[src/rtl/audio_i2s_tx.sv]
// rtl/audio_i2s_tx.sv - Stereo I2S transmitter with frame timing and sample request strobe
//
// Serializes 16-bit two's complement left/right samples into a 64-bit-clock
// I2S frame (16 data bits + pad per channel, one-bit delay after each LRCK
// edge). Once per frame the sample pair is latched and next_sample pulses.
//
// Ports:
//   clk          system clock
//   rst_n        asynchronous active-low reset
//   left_audio   left sample, captured on the latch cycle only
//   right_audio  right sample, captured on the latch cycle only
//   mute         zeroes both captured words when high on the latch cycle
//   next_sample  one-clock request for the next sample pair
//   i2s_bck      serial bit clock
//   i2s_lrck     word select (0 = left, 1 = right)
//   i2s_data     serial data, MSB first

module audio_i2s_tx #(
   parameter int BCK_HALF = 4
) (
   input  logic        clk,
   input  logic        rst_n,
   input  logic [15:0] left_audio,
   input  logic [15:0] right_audio,
   input  logic        mute,
   output logic        next_sample,
   output logic        i2s_bck,
   output logic        i2s_lrck,
   output logic        i2s_data
);

   localparam logic [7:0] DIV_LAST = 8'(BCK_HALF - 1);

   logic [7:0]  div_cnt;
   logic [5:0]  slot;
   logic [15:0] left_hold;
   logic [15:0] right_hold;

   logic        div_last;
   logic        bck_fall;
   logic        wrap;
   logic [5:0]  slot_nxt;
   logic [3:0]  bit_idx;
   logic        data_nxt;

   // The bit sent in slot k = slot+1 is bit (16-k) of left or (48-k) of
   // right; both reduce to bit (15 - slot[3:0]) while slot is in 0..15 or
   // 32..47. slot[4] set means the next slot is pad (or the delay bit).
   always_comb begin
      div_last = (div_cnt == DIV_LAST);
      bck_fall = div_last && i2s_bck;
      wrap     = bck_fall && (slot == 6'd63);
      slot_nxt = slot + 6'd1;
      bit_idx  = ~slot[3:0];
      data_nxt = 1'b0;
      if (!slot[4]) begin
         data_nxt = slot[5] ? right_hold[bit_idx] : left_hold[bit_idx];
      end
   end

   always_ff @(posedge clk or negedge rst_n) begin
      if (!rst_n) begin
         div_cnt     <= 8'd0;
         slot        <= 6'd63;
         left_hold   <= 16'd0;
         right_hold  <= 16'd0;
         next_sample <= 1'b0;
         i2s_bck     <= 1'b0;
         i2s_lrck    <= 1'b0;
         i2s_data    <= 1'b0;
      end else begin
         next_sample <= wrap;
         if (div_last) begin
            div_cnt <= 8'd0;
            i2s_bck <= ~i2s_bck;
         end else begin
            div_cnt <= div_cnt + 8'd1;
         end
         // Serial outputs move only with the falling bit clock, so they are
         // stable at every rising edge seen by the DAC.
         if (bck_fall) begin
            slot     <= slot_nxt;
            i2s_lrck <= slot_nxt[5];
            i2s_data <= data_nxt;
         end
         if (wrap) begin
            left_hold  <= mute ? 16'd0 : left_audio;
            right_hold <= mute ? 16'd0 : right_audio;
         end
      end
   end

endmodule

[config.mk]
export PLATFORM = sky130hd
export DESIGN_NAME = audio_i2s_tx
export DESIGN_NICKNAME = d
export VERILOG_FILES = /design/src/rtl/audio_i2s_tx.sv
export SDC_FILE = /design/constraint.sdc
export NUM_CORES = 1
export LEC_CHECK = 0
export CORE_UTILIZATION = 58
export DETAILED_ROUTE_END_ITERATION = 8
export PLACE_DENSITY = 0.85
export SLEW_MARGIN = 25
export SYNTH_ARGS = -nofsm -noshare
export SYNTH_HDL_FRONTEND = slang
export SYNTH_SLANG_ARGS = --single-unit
[constraint.sdc]
create_clock -name clk -period 4.46 [get_ports clk]
set_input_delay 0.892 -clock clk [delete_from_list [all_inputs] [get_ports clk]]
set_output_delay 0.892 -clock clk [all_outputs]
set_load 0.05 [all_outputs]
# After elaboration in Yosys (flattened, before gate mapping)
# Index checks and enable logic that the tools add are counted.
# op_classes
eq_ne	2
addsub	2
magnitude_cmp	1
reduce_logical	2
muxes	9
n_bitwise	2
# ops
cell	n
$mux W16	2
$add A8 B1 Y8 const B	1
$bmux W1 S4	2
$eq A8 B2 Y1 const B	1
$mux W8	1
$add A6 B1 Y6 const B	1
$eq A6 B6 Y1 const B	1
$lt A4 B5 Y1 const B	1
$mux W1	4
$not A4 Y4	1
$logic_and A1 B1 Y1	2
$not A1 Y1	1
# word_totals
reg_bits	50
word_cells	26
output_inout_bits	4
in_bits	35

# Logic depth before layout (Yosys ltp)
# logic_depth
depth_word	5
depth_mapped	8
mapped_depth_nobuf	5

# Least setup slack after synthesis
# Ideal clock, no wire load.
# synth_path
path_kind	register to register
start	register div_cnt[5]
end	register left_hold[10]
synth_period_minus_slack_ns	2.621
path_stages_with_launch	8
path_slack_ns	1.839
setup_ns	0.125
t_required_ns	4.335
t_arrival_ns	2.495
path_buffers	3
cell_sequence	dfrtp_1 > or4_1 > or4_1 > buf_4 > or3_4 > buf_6 > buf_6 > mux2_4
# synth_via
elab_chain_len	3
# synth_lines
element	line_no	text
start: declaration	34	logic [7:0] div_cnt;
start signal: assignment	77	div_cnt <= div_cnt + 8'd1;
$eq A8 B2 Y1	50	div_last = (div_cnt == DIV_LAST);
$logic_and A1 B1 Y1	51	bck_fall = div_last && i2s_bck;
$logic_and A1 B1 Y1	52	wrap = bck_fall && (slot == 6'd63);
end signal: assignment	87	left_hold <= mute ? 16'd0 : left_audio;
end: declaration	36	logic [15:0] left_hold;
# No other way between the ends.
# A chain may end at the register's enable or synchronous reset.

# Final worst setup path
# layout_path
start	register div_cnt[5]
end	register right_hold[8]
# layout_via
elab_chain_len	3
# layout_lines
element	line_no	text
$eq A8 B2 Y1	50	
$logic_and A1 B1 Y1	51	
$logic_and A1 B1 Y1	52	
end signal: assignment	88	right_hold <= mute ? 16'd0 : right_audio;
end: declaration	37	logic [15:0] right_hold;
# No other way between the ends.

==> results.yml <==
floorplan:
  dieHeight_microns: 68.7
  dieArea_sq_um: 4710
  row_count: 23
  io-pin-count: 39
  start_util_pct: 62.2
  die_x_microns: 68.7
  core_sq_um: 4140
sta:
  period_share_pct: 64.4
  rsz0062_at_grt: "false"
  hold_violations: 0
  fmaxAchievable_mhz: 348
  setup_tns_ns: 0
  final_max_slew_viol_count: 0
  fin_skew_ns: 0.00548
  slew_headroom_pct: 59.8
  worst_slew_pin_slew_ns: 0.588
  period_needed_ns: 2.87
  setup_viol: 0
critical_path:
  timing.rr.end: "right_hold[8]"
  path_delay_family: "simple AND/OR/NAND/NOR gates"
  slowest_delay_ns: 0.71
  rrSetupSlack_ns: 1.59
  worst_setup_path_end_kind: "register"
  crit_arrival_ns: 3.06
  critical_path_buf_inv_count: 0
  cp_slowest_cell: "or3_4"
  worst-r2r-cell-count: 4
  worst_setup_path_start_kind: "register"
  crit_type: "register to register"
  r2r-start: "div_cnt[5]"
  cp_max_fo: 33
  cp_cell_sequence: "or4_1, or4_1, or3_4, mux2_4"
  cp_common_cell: "or4_1"
  worstPathRequired_ns: 4.65
logic_synthesis:
  synth.area.mux_share_pct: 26.7
  synth_xor_xnor_area_share_pct: 4.08
  postSynthCellCount: 193
  synth-simple-area-share_pct: 14.5
  ys_seq_area_share_pct: 48.8
  syn_nets: 230
  synth-seq-cells: 50
  synth_area_per_cell_sq_um: 13.4
  synthAdderAreaFrac_pct: 0.971
  synthDistinctLibCells: 30
  synth_compound_area_share_pct: 1.41
  synth_top_family_by_area: "multiplexers"
  ys_warn_count: 0
  post_synth_instance_area_sq_um: 2580
cells_and_area:
  insertedDiodeCount: 0
  layout.nets: 263
  layout_commonest_cell: "dfrtp_1"
  final_core_util_pct: 73.0
  area_growth_pct: 17.4
  ff_latch_area_sq_um: 1260
  multiInputGateArea_sq_um: 1230
  drive_gt1_share_pct: 25.6
  fillers: 290
  final_cell_mix: "dfrtp_1, clkdlybuf4s50_1, nor2b_1"
drt:
  wl_mm: 4.57
  drt_iter0_drc: 67
  wl_per_cell_microns: 16.5
  vias: 1558
  viasPerCell: 5.62
  ant_nets: 0
  first_pass_iters: 4
  drc: 0
pwr:
  power_leakage_nw: 1.42
  power_density_nw_per_um2: 274
  ir_drop_v: 0.000166
clocking:
  root_buffer: "clkbuf_8"
  cts_tree: "built"
  clk-insertion-delay-late_ns: 0.30
  clk_pin_slew_worst_paths_ns: 0.08
  cts-resized-gates: 0
  post_cts_buffers: 0
  clkSinkCount: 50
  cts_buffers: 5
  postCtsHoldBufs: 0
  ctsLongestPathBuffers: 2
  htreeDepth: 2
global_routing:
  first_global_vias: 1573
  antenna_found_initial: 0
  gr-usage-all-layers_pct: 21.6
  grt_pass1_wl_mm: 7.16
  grt-ovfl-total: 0
  grt_start_max_net_pins: 51
flow_run:
  drv_cap: 0
worst_hold_path:
  whs_path_depth: 1
  min_to: "div_cnt[7]"
  hp-class: "register to register"
  hp-start: "div_cnt[7]"
place:
  place_congestion: 0.751
  place.port_buffers: 38
  hpwlAfterDp_mm: 3.21
status:
  status: "complete, no violations"
stage by stage:
stage	hold WS, ns	area [sq um]	cells	power, mW	setup WS, ns
6_report	0.487	3030	277	0.830	1.59
5_1_grt	0.526	3030	277	0.864	1.52
4_1_cts	0.491	3030	277	0.835	1.60
3_5_place_dp	0.480	2940	269	0.572	1.62
3_3_place_gp	0.464	2940	269	0.567	1.69
2_1_floorplan	0.438	2580	193	0.525	1.84
layout make-up:
class	count	area share (%)
clock buffer	7	2.85
inverter	3	0.372
timing repair buffer	38	12.3
multi-input combinational	128	40.6
clock inverter	1	0.165
sequential	50	41.6
tap	50	2.07
worst max-delay path by stage:
stage          slack [ns]            end  cells after the start       start
6_report             1.59  right_hold[8]                      4  div_cnt[5]
3_3_place_gp         1.69  left_hold[13]                      4  div_cnt[5]
2_1_floorplan        1.84  left_hold[10]                      7  div_cnt[5]
4_1_cts              1.60  left_hold[10]                      4  div_cnt[5]
3_5_place_dp         1.62  left_hold[10]                      4  div_cnt[5]
5_1_grt              1.52  left_hold[10]                      4  div_cnt[5]
metal layers:
layer	GRT usage, %	routed length, microns	share of wire, %
met5	0	0	0
met4	6.25	68	1.5
met3	5.43	183	4.0
met2	38.4	2410	53
met1	25.7	1910	42
where the power goes:
group / total [mW] / switching, mW / internal [mW]
clock network: 0.269 / 0.143 / 0.125
logic: 0.0842 / 0.0274 / 0.0568
registers: 0.478 / 0.00908 / 0.468
total: 0.830 / 0.180 / 0.651
worst reg2reg max path, delay by kind of cell, from the launching register on:
kind / cells / cell delay, ns
mux: 1 / 0.39
flops: 1 / 0.42
simple gates: 3 / 1.95
synth_stat cells, drive strengths merged:
| library cell | n | share of area (%) |
|---|---|---|
| nor2 | 5 | 0.73 |
| dfstp | 6 | 6.1 |
| nand3 | 8 | 1.6 |
| buf | 6 | 2.2 |
| nand2 | 4 | 0.58 |
| or4 | 2 | 0.58 |
| or3 | 1 | 0.44 |
| nor3 | 3 | 0.58 |
| a21oi | 1 | 0.19 |
| xnor2 | 9 | 3.1 |
| o31ai | 1 | 0.29 |
| clkbuf | 6 | 0.87 |
| xor2 | 3 | 1.0 |
| o21ai | 1 | 0.19 |
| ha | 2 | 0.97 |
| dfrtp | 44 | 43 |
| and3 | 2 | 0.49 |
| nor3b | 2 | 0.58 |
| mux4 | 7 | 6.1 |
| nand2b | 2 | 0.49 |
| or2 | 2 | 0.49 |
| a32o | 1 | 0.39 |
| inv | 3 | 0.44 |
| mux2 | 33 | 19 |
| nor2b | 33 | 8.0 |
| a2111oi | 1 | 0.34 |
| mux2i | 5 | 1.9 |
kinds of logic after synthesis:
logic type / count (synthesis)
AOI/OAI and AO/OA: 5
DFF: 50
adders and majority gates: 2
and+or+nand+nor: 64
xor gates and xnor gates: 12
buffers and inverters: 15
muxes: 45
flip-flops by register name, indices dropped and copies added (netlist names):
signal	count
i2s_bck	1
next_sample	1
slot	6
i2s_data	1
i2s_lrck	1
div_cnt	8
left_hold	16
right_hold	16
(Power assumes the default switching activity.)
